<file path="config.mk">
export PLATFORM = sky130hd
export DESIGN_NAME = modinv_fermat
export DESIGN_NICKNAME = d
export VERILOG_FILES = /design/src/rtl/modinv_fermat.sv
export SDC_FILE = /design/constraint.sdc
export NUM_CORES = 1
export LEC_CHECK = 0
export ABC_AREA = 1
export BUFFER_PORTS_ARGS = -buffer_cell sky130_fd_sc_hd__buf_2
export CORE_MARGIN = 2
export CORE_UTILIZATION = 34
export DETAILED_ROUTE_END_ITERATION = 10
export GPL_TIMING_DRIVEN = 0
export HOLD_SLACK_MARGIN = 0.03
export PLACE_DENSITY = 0.49
export SETUP_SLACK_MARGIN = 0.05
export SLEW_MARGIN = 25
export SYNTH_ARGS = -nofsm -noshare
export SYNTH_HDL_FRONTEND = slang
export SYNTH_SLANG_ARGS = --single-unit
</file>
<file path="constraint.sdc">
create_clock -name clk -period 10.7 [get_ports clk]
set_input_delay 2.14 -clock clk [delete_from_list [all_inputs] [get_ports clk]]
set_output_delay 2.14 -clock clk [all_outputs]
set_load 0.02 [all_outputs]
</file>
<file path="src/rtl/modinv_fermat.sv">
// Fermat modular inverter for q = 3329: out_r = in_a^(q-2) mod q via square-and-multiply
// on one pipelined modular multiplier. Define MODINV_SELFCHECK_EN to add a final r*a == 1 check.

module modinv_mul #(
  parameter int PIPE = 2
) (
  input  logic        clk,
  input  logic        rst_n,
  input  logic        vld_i,
  input  logic [11:0] a_i,
  input  logic [11:0] b_i,
  output logic        vld_o,
  output logic [11:0] r_o
);
  localparam logic [11:0] Q  = 12'd3329;
  localparam logic [35:0] BM = 36'd5039;  // floor(2^24 / Q)

  // Barrett reduction of a < Q^2 product; the estimate is at most two Q short.
  function automatic logic [11:0] reduce(input logic [23:0] p);
    logic [11:0] qt;
    logic [13:0] r;
    qt = 12'((36'(p) * BM) >> 24);
    r  = 14'(p - 24'(qt) * 24'(Q));
    if (r >= 14'(Q)) r = r - 14'(Q);
    if (r >= 14'(Q)) r = r - 14'(Q);
    return 12'(r);
  endfunction

  logic [PIPE:1] vld_pipe;
  logic [23:0]   prod_q;

  always_ff @(posedge clk or negedge rst_n) begin
    if (!rst_n) begin
      vld_pipe <= '0;
      prod_q   <= '0;
    end else begin
      vld_pipe[1] <= vld_i;
      for (int i = 2; i <= PIPE; i++) vld_pipe[i] <= vld_pipe[i-1];
      prod_q <= 24'(a_i) * 24'(b_i);
    end
  end

  assign vld_o = vld_pipe[PIPE];

  generate
    if (PIPE == 1) begin : g_p1
      assign r_o = reduce(prod_q);
    end else begin : g_pn
      logic [PIPE-2:0][11:0] res_q;
      always_ff @(posedge clk or negedge rst_n) begin
        if (!rst_n) begin
          res_q <= '0;
        end else begin
          res_q[0] <= reduce(prod_q);
          for (int i = 1; i <= PIPE - 2; i++) res_q[i] <= res_q[i-1];
        end
      end
      assign r_o = res_q[PIPE-2];
    end
  endgenerate
endmodule

module modinv_fermat #(
  parameter int MUL_LAT = 2
) (
  input  logic        clk,
  input  logic        rst_n,
  input  logic        in_valid,
  output logic        in_ready,
  input  logic [11:0] in_a,
  output logic        out_valid,
  input  logic        out_ready,
  output logic [11:0] out_r,
  output logic        out_err,
  output logic        chk_fail
);
  localparam logic [11:0] Q = 12'd3329;
  localparam logic [11:0] E = 12'b1100_1111_1111;

`ifdef MODINV_SELFCHECK_EN
  typedef enum logic [2:0] {IDLE, SQR, MUL, CHK, DONE} state_t;
  localparam state_t LAST_ST = CHK;
`else
  typedef enum logic [2:0] {IDLE, SQR, MUL, DONE} state_t;
  localparam state_t LAST_ST = DONE;
`endif

  state_t      state_q;
  logic [11:0] a_q, acc_q, out_r_q;
  logic [3:0]  k_q;
  logic        wait_q, in_ready_q, out_valid_q, out_err_q;
  logic        mul_go, mul_vld;
  logic [11:0] mul_b, mul_r;

  // Operands come straight from registers that only change at op end, so they hold for the whole op.
  assign mul_go = (state_q == SQR || state_q == MUL
`ifdef MODINV_SELFCHECK_EN
                   || state_q == CHK
`endif
                  ) && !wait_q;
  assign mul_b  = (state_q == SQR) ? acc_q : a_q;

  modinv_mul #(.PIPE(MUL_LAT)) u_mul (
    .clk   (clk),
    .rst_n (rst_n),
    .vld_i (mul_go),
    .a_i   (acc_q),
    .b_i   (mul_b),
    .vld_o (mul_vld),
    .r_o   (mul_r)
  );

`ifdef MODINV_SELFCHECK_EN
  logic chk_fail_q;
  always_ff @(posedge clk or negedge rst_n) begin
    if (!rst_n)                                        chk_fail_q <= 1'b0;
    else if (state_q == IDLE && in_valid && in_ready_q) chk_fail_q <= 1'b0;
    else if (state_q == CHK && !mul_go && mul_vld)      chk_fail_q <= (mul_r != 12'd1);
  end
  assign chk_fail = chk_fail_q;
`else
  assign chk_fail = 1'b0;
`endif

  always_ff @(posedge clk or negedge rst_n) begin
    if (!rst_n) begin
      state_q     <= IDLE;
      a_q         <= '0;
      acc_q       <= '0;
      k_q         <= '0;
      wait_q      <= 1'b0;
      in_ready_q  <= 1'b1;
      out_valid_q <= 1'b0;
      out_r_q     <= '0;
      out_err_q   <= 1'b0;
    end else begin
      case (state_q)
        IDLE: if (in_valid && in_ready_q) begin
          in_ready_q <= 1'b0;
          wait_q     <= 1'b0;
          a_q        <= in_a;
          k_q        <= 4'd10;
          if (in_a == 12'd0 || in_a >= Q) begin
            acc_q     <= '0;
            out_err_q <= 1'b1;
            state_q   <= DONE;
          end else begin
            acc_q     <= in_a;
            out_err_q <= 1'b0;
            state_q   <= SQR;
          end
        end
        SQR: begin
          if (mul_go) wait_q <= 1'b1;
          else if (mul_vld) begin
            wait_q <= 1'b0;
            acc_q  <= mul_r;
            if (E[k_q])             state_q <= MUL;
            else if (k_q == 4'd0)   state_q <= LAST_ST;
            else                    k_q     <= k_q - 4'd1;
          end
        end
        MUL: begin
          if (mul_go) wait_q <= 1'b1;
          else if (mul_vld) begin
            wait_q <= 1'b0;
            acc_q  <= mul_r;
            if (k_q == 4'd0) state_q <= LAST_ST;
            else begin
              k_q     <= k_q - 4'd1;
              state_q <= SQR;
            end
          end
        end
`ifdef MODINV_SELFCHECK_EN
        CHK: begin
          if (mul_go) wait_q <= 1'b1;
          else if (mul_vld) begin
            wait_q  <= 1'b0;
            state_q <= DONE;
          end
        end
`endif
        DONE: begin
          // First DONE cycle publishes the result; afterwards wait for the consumer.
          if (!out_valid_q) begin
            out_valid_q <= 1'b1;
            out_r_q     <= acc_q;
          end else if (out_ready) begin
            out_valid_q <= 1'b0;
            in_ready_q  <= 1'b1;
            state_q     <= IDLE;
          end
        end
        default: state_q <= IDLE;
      endcase
    end
  end

  assign in_ready  = in_ready_q;
  assign out_valid = out_valid_q;
  assign out_r     = out_r_q;
  assign out_err   = out_err_q;
endmodule
</file>
# Word level (Yosys, flattened, before mapping)
# Memory sizes are Yosys's and may differ from the RTL's.
# Index checks and enable logic that the tools add are counted.
[classes] eq_ne=15 mux=39 reduce_logical=19 multipliers=3 n_addsub=4 n_bitwise=1 order_cmp=4
[op_table] op="$mux W12" n=6
[op_table] op="$mul A24 B13 Y36 const B" n=1
[op_table] op="$ge A14 B12 Y1 const B" n=2
[op_table] op="$mux W4" n=7
[op_table] op="$mux W3" n=9
[op_table] op="$mul A12 B12 Y24" n=1
[op_table] op="$pmux W12 S2" n=1
[op_table] op="$mul A12 B12 Y14 const B" n=1
[op_table] op="$mux W14" n=1
[op_table] op="$ne A2 B2 Y1 const B" n=7
[op_table] op="$sub A14 B12 Y14 const B" n=1
[op_table] op="$sub A14 B14 Y14" n=1
[op_table] op="$ge A12 B12 Y1 const B" n=1
[op_table] op="$logic_not A12 Y1" n=1
[op_table] op="$pmux W3 S4" n=1
[op_table] op="$pmux W4 S3" n=1
[op_table] op="$sub A12 B12 Y12 const B" n=1
[op_table] op="$mux W1" n=9
[op_table] op="$reduce_and A4 Y1" n=2
[op_table] op="$reduce_and A8 Y1" n=1
[op_table] op="$reduce_and A7 Y1" n=1
[op_table] op="$eq A3 B2 Y1 const B" n=2
[op_table] op="$ne A2 B1 Y1 const B" n=3
[op_table] op="$ne A3 B1 Y1 const B" n=2
[op_table] op="other kinds (16)" n=22
[totals] memories=1 output_inout_bits=16 romBits=16 ff_bits=85 input_bits=16
[mem_list] name="(name not given)" words=16 width=1 rd=1 rd_ports_with_merged_regs=0 write_ports=0 line="158" text="if (E[k_q]) state_q <= MUL;"

# Longest topological paths before layout
[depth] ltp_word=7 ltp_mapped=59 mapped_depth_nobuf=58

# Cells and area by module
# Synthesis repeated with hierarchy kept, for this count alone.
[hier_totals] cells_unflattened=1997 hier_area_um2=16270.6
[by_module_without_submodules] mod="modinv_mul" cells_each=1684 seq_area_each_um2=950.9 instances=1 area_each_um2=13741.9
[by_module_without_submodules] mod="modinv_fermat" cells_each=313 seq_area_each_um2=1152.4 instances=1 area_each_um2=2528.7

# Worst setup path before layout
# OpenSTA, ideal clock, no wires.
[synth_path] path_kind="reg2reg" startpoint="reg u_mul.prod_q[21]" endpoint="reg u_mul.g_pn.res_q, in the netlist u_mul.r_o[8]" path_slack_ns=1.826 arrival_time_ns=8.757 path_stages_with_launch=44 synth_period_minus_slack_ns=8.874 path_buffers=0 setup_time_ns=0.117 cell_sequence="dfrtp_1 -> inv_1 -> fa_1 -> fa_1 -> inv_1 -> fa_1 -> fa_1 -> inv_1 -> fa_1 -> inv_1 -> ha_1 -> nand2_1 -> nor2_2 -> nand4_1 -> o211ai_1 -> xor2_1 -> ha_1 -> fa_1 -> [8 not listed] -> a21o_1 -> nand2_1 -> inv_1 -> nand2_1 -> nand2_2 -> inv_2 -> nand2_2 -> nand3_2 -> nor2_4 -> nand2_1 -> nand2_2 -> ha_1 -> inv_1 -> nor2_1 -> nand3_1 -> xor2_1 -> nand2_1 -> nand2_1"
[synth_via] elab_chain_len=7
[synth_lines] element="start: declaration" line="30" text="logic [23:0] prod_q;"
[synth_lines] element="start signal: assignment" line="39" text="prod_q <= 24'(a_i) * 24'(b_i);"
[synth_lines] element="$mul A24 B13 Y36 (*)" line="22" text="qt = 12'((36'(p) * BM) >> 24);"
[synth_lines] element="$mul A12 B12 Y14 (*)" line="23" text="r = 14'(p - 24'(qt) * 24'(Q));"
[synth_lines] element="$sub A14 B14 Y14 (*)" line="23"
[synth_lines] element="$sub A14 B12 Y14 or $ge A14 B12 Y1 (tied branches)" line="24" text="if (r >= 14'(Q)) r = r - 14'(Q);"
[synth_lines] element="$mux W14 (*)" line="24"
[synth_lines] element="$sub A12 B12 Y12 or $ge A14 B12 Y1 (tied branches)" line="25" text="if (r >= 14'(Q)) r = r - 14'(Q);"
[synth_lines] element="$mux W12 (*)" line="25"
[synth_lines] element="end: declaration" line="49" text="logic [PIPE-2:0][11:0] res_q;"
# Mark *: on every way between the ends. The rest lies on a longest branch, timed or not.
# A chain may end at the register's enable or synchronous reset.

# Worst setup path in the final report
[layout_path] startpoint="reg u_mul.prod_q[11]" endpoint="reg u_mul.g_pn.res_q, in the netlist u_mul.r_o[3]"
[layout_via] elab_chain_len=7
[layout_lines] element="$mul A24 B13 Y36" line="22"
[layout_lines] element="$mul A12 B12 Y14" line="23"
[layout_lines] element="$sub A14 B14 Y14 (*)" line="23"
[layout_lines] element="$sub A14 B12 Y14 or $ge A14 B12 Y1 (tied branches)" line="24"
[layout_lines] element="$mux W14 (*)" line="24"
[layout_lines] element="$sub A12 B12 Y12 or $ge A14 B12 Y1 (tied branches)" line="25"
[layout_lines] element="$mux W12 (*)" line="25"
# Marked as above.

==> results.yml <==
setup_path:
  cp.required_ns: 10.93
  critical_path.max_stage_delay_ns: 0.63
  critPathMaxFanout: 10
  end_kind: "flop"
  crit_type: "reg -> reg"
  start_kind: "flop"
  critical_path_arrival_ns: 10.17
  crit_path_top_delay_cell: "fa_1"
  rrSetupSlack_ns: 0.76
  timing.rr.end: "u_mul.r_o[3]"
  rr_startpoint: "u_mul.prod_q[11]"
  startpoint: "u_mul.prod_q[11]"
  critPathMostFrequentCell: "nand2_1"
  rr_worst_depth: 45
sta:
  fin_skew_ns: 0.008098
  setup_violations: 0
  setup-tns-final_ns: 0
  rsz0062_at_grt: "no"
  drv_slew: 0
  fmax_mhz: 100.6
  post-route-min-period_ns: 9.944
  finalCritPeriodShare_pct: 92.93
  hold_viol_final: 0
  worst_pin_slew_ns: 1.085
  timing.hold.ws_ns: 0.3509
  max_slew_margin_pct: 27.20
global_route:
  grt_remaining_overflow: 0
  antenna_found_initial: 0
  first_global_vias: 12470
  track_usage_pct: 16.63
  grt_max_degree: 71
  grt_pass1_wl_um: 63220
synth:
  synth_seq_cells: 84
  ys.flop_type: "dfrtp_1"
  ys_seq_area_share_pct: 13.30
  synth_top_cell_area_share_pct: 29.75
  async_flop_share_pct: 100.0
  synth_area_mm2: 0.01582
  syn_avg_cell_area_um2: 8.302
  syn_inst: 1905
  synth_top_cell_by_area: "fa_1"
  yosysWarnings: 0
  synth_edf_count: 0
  synth_cell_types: 50
  synthTopCellsByArea: "fa_1 30%, ha_1 18%, dfrtp_1 13%"
  synth_fp_nets: 2386
routing:
  via_per_inst: 4.597
  wirelength_um: 37850
  via_count: 11770
  wire_per_inst_um: 14.78
  drc_errors: 0
  postRouteAntennaNets: 0
  dr.pass1.iters: 5
  first_iter_violations: 471
min_path:
  hp-class: "reg -> reg"
  hold-path-cell-count: 0
  hp-start: "u_mul.vld_pipe[1]"
  holdPathEnd: "u_mul.vld_pipe[2]"
outcome:
  status: "complete, no violations"
cts:
  clk-insertion-delay-late_ns: 0.36
  cts_tree: "yes"
  clk_path_buf_depth: 2
  clk_pin_slew_worst_paths_ns: 0.07
  h-tree-depth: 3
  hold_buffers: 0
  cts.sinks: 84
  root_buffer: "clkbuf_16"
  cts_buffers: 9
job:
  max-cap-violations: 0
die:
  dieArea_mm2: 0.04826
  row_count: 79
  initial_utilization_pct: 34.19
  die_h_um: 219.7
  core_area_mm2: 0.04626
  io_pins: 32
  die-width_um: 219.7
cells_and_area:
  final_area_mm2: 0.01707
  utilization_pct: 36.89
  final_nets: 2429
  final_common_cell: "inv_1"
  diodes: 0
  area_delta_synth_final_pct: 7.912
  layout_common_cells: "452 x inv_1, 370 x nand2_1, 235 x fa_1, 230 x ha_1, 110 x nor2_1"
  drive_gt1_share_pct: 7.424
placement:
  place.port_buffers: 30
  hpwl_um: 32600
  place_area_mm2: 0.01676
  gp_congestion: 0.8338
critical path, delay by kind of cell (launching register included):
family	cells	cell delay (ns)
fa+ha+maj	13	5.64
simple gates	18	1.78
compound gates	6	1.09
flops	1	0.52
buf+inv	7	0.50
xor+xnor	1	0.26
metal layers:
metal	GRT usage (%)	vias up	routed length [um]
li1	-	5885	-
met1	22.05	5685	17640
met2	29.09	154	18350
met3	1.560	45	1006
met4	4.228	0	859
met5	0	-	0
flip-flops by register name (all words and copies together) (netlist names), 2 cells and up:
register and flops:
state_q 2, acc_q 12, a_q 12, out_r 12
k_q 4, u_mul.r_o 12, u_mul.vld_pipe 2, u_mul.prod_q 24
how the worst max path moves through the flow:
| stage | end | slack (ns) | depth (start not counted) |
|---|---|---|---|
| 2_1_floorplan | u_mul.r_o[8] | 1.83 | 43 |
| 3_3_place_gp | u_mul.r_o[2] | 0.42 | 46 |
| 3_5_place_dp | u_mul.r_o[3] | 0.40 | 46 |
| 4_1_cts | u_mul.r_o[3] | 0.33 | 47 |
| 5_1_grt | u_mul.r_o[2] | 0.06 | 50 |
| 6_report | u_mul.r_o[3] | 0.76 | 45 |
metrics by stage:
| step | setup slack, ns | cells |
|---|---|---|
| 3_3_place_gp | 0.4242 | 2542 |
| 6_report | 0.7560 | 2560 |
| 3_5_place_dp | 0.4015 | 2543 |
| 5_1_grt | 0.06226 | 2560 |
| 2_1_floorplan | 1.826 | 1905 |
| 4_1_cts | 0.3295 | 2559 |
cells in the mapped netlist, types with 2 or more instances:
cell type  number
nand3b_1        2
fa_1          235
o21ai_1         5
buf_6           5
nand4_1        21
nor3_1          4
clkbuf_1       23
nand3_1        61
nand3_2         5
o21ai_2         5
nor2_4          6
nand2_4         2
nand2_2        24
clkinv_1        8
o21bai_1        2
inv_1         452
nor2_1        110
ha_1          230
nor2_2          9
nand2_1       370
a22oi_1        12
a21boi_0        2
a21o_1          3
o31ai_1         3
o211ai_1        3
o21ai_0        60
xnor2_1        14
o22ai_1         2
inv_2          17
mux2_2          4
xor2_1         37
dfrtp_1        83
xor2_2          2
a31oi_1         4
a21oi_1        65
what timing repair did:
| item | in CTS | in global routing |
|---|---|---|
| gates resized for setup | 0 | 12 |
| setup buffers | 0 | 1 |
| endpoints found under the setup margin | 0 | 12 |
layout make-up:
type | instances | area (um2)
clock inverters | 6 | 41.29
plain buffers | 29 | 150.1
clock buffers | 10 | 229.0
repair buffers | 32 | 191.4
multi-input cells | 1315 | 11790
well taps | 607 | 759.5
inverters | 477 | 1790
flip-flops and latches | 84 | 2115
fillers | 4806 | 29190
cells by family after synthesis:
kind of cell	share of synthesized area, %
muxes	0.2848
other	0.02371
buffers and inverters	12.27
and+or+nand+nor	16.86
xor gates and xnor gates	3.030
AOI/OAI and AO/OA	6.290
adders and majority gates	47.94
DFF	13.30
Power is not shown: default switching activity piles up to over one toggle a cycle in this logic, so the estimate is an artifact.
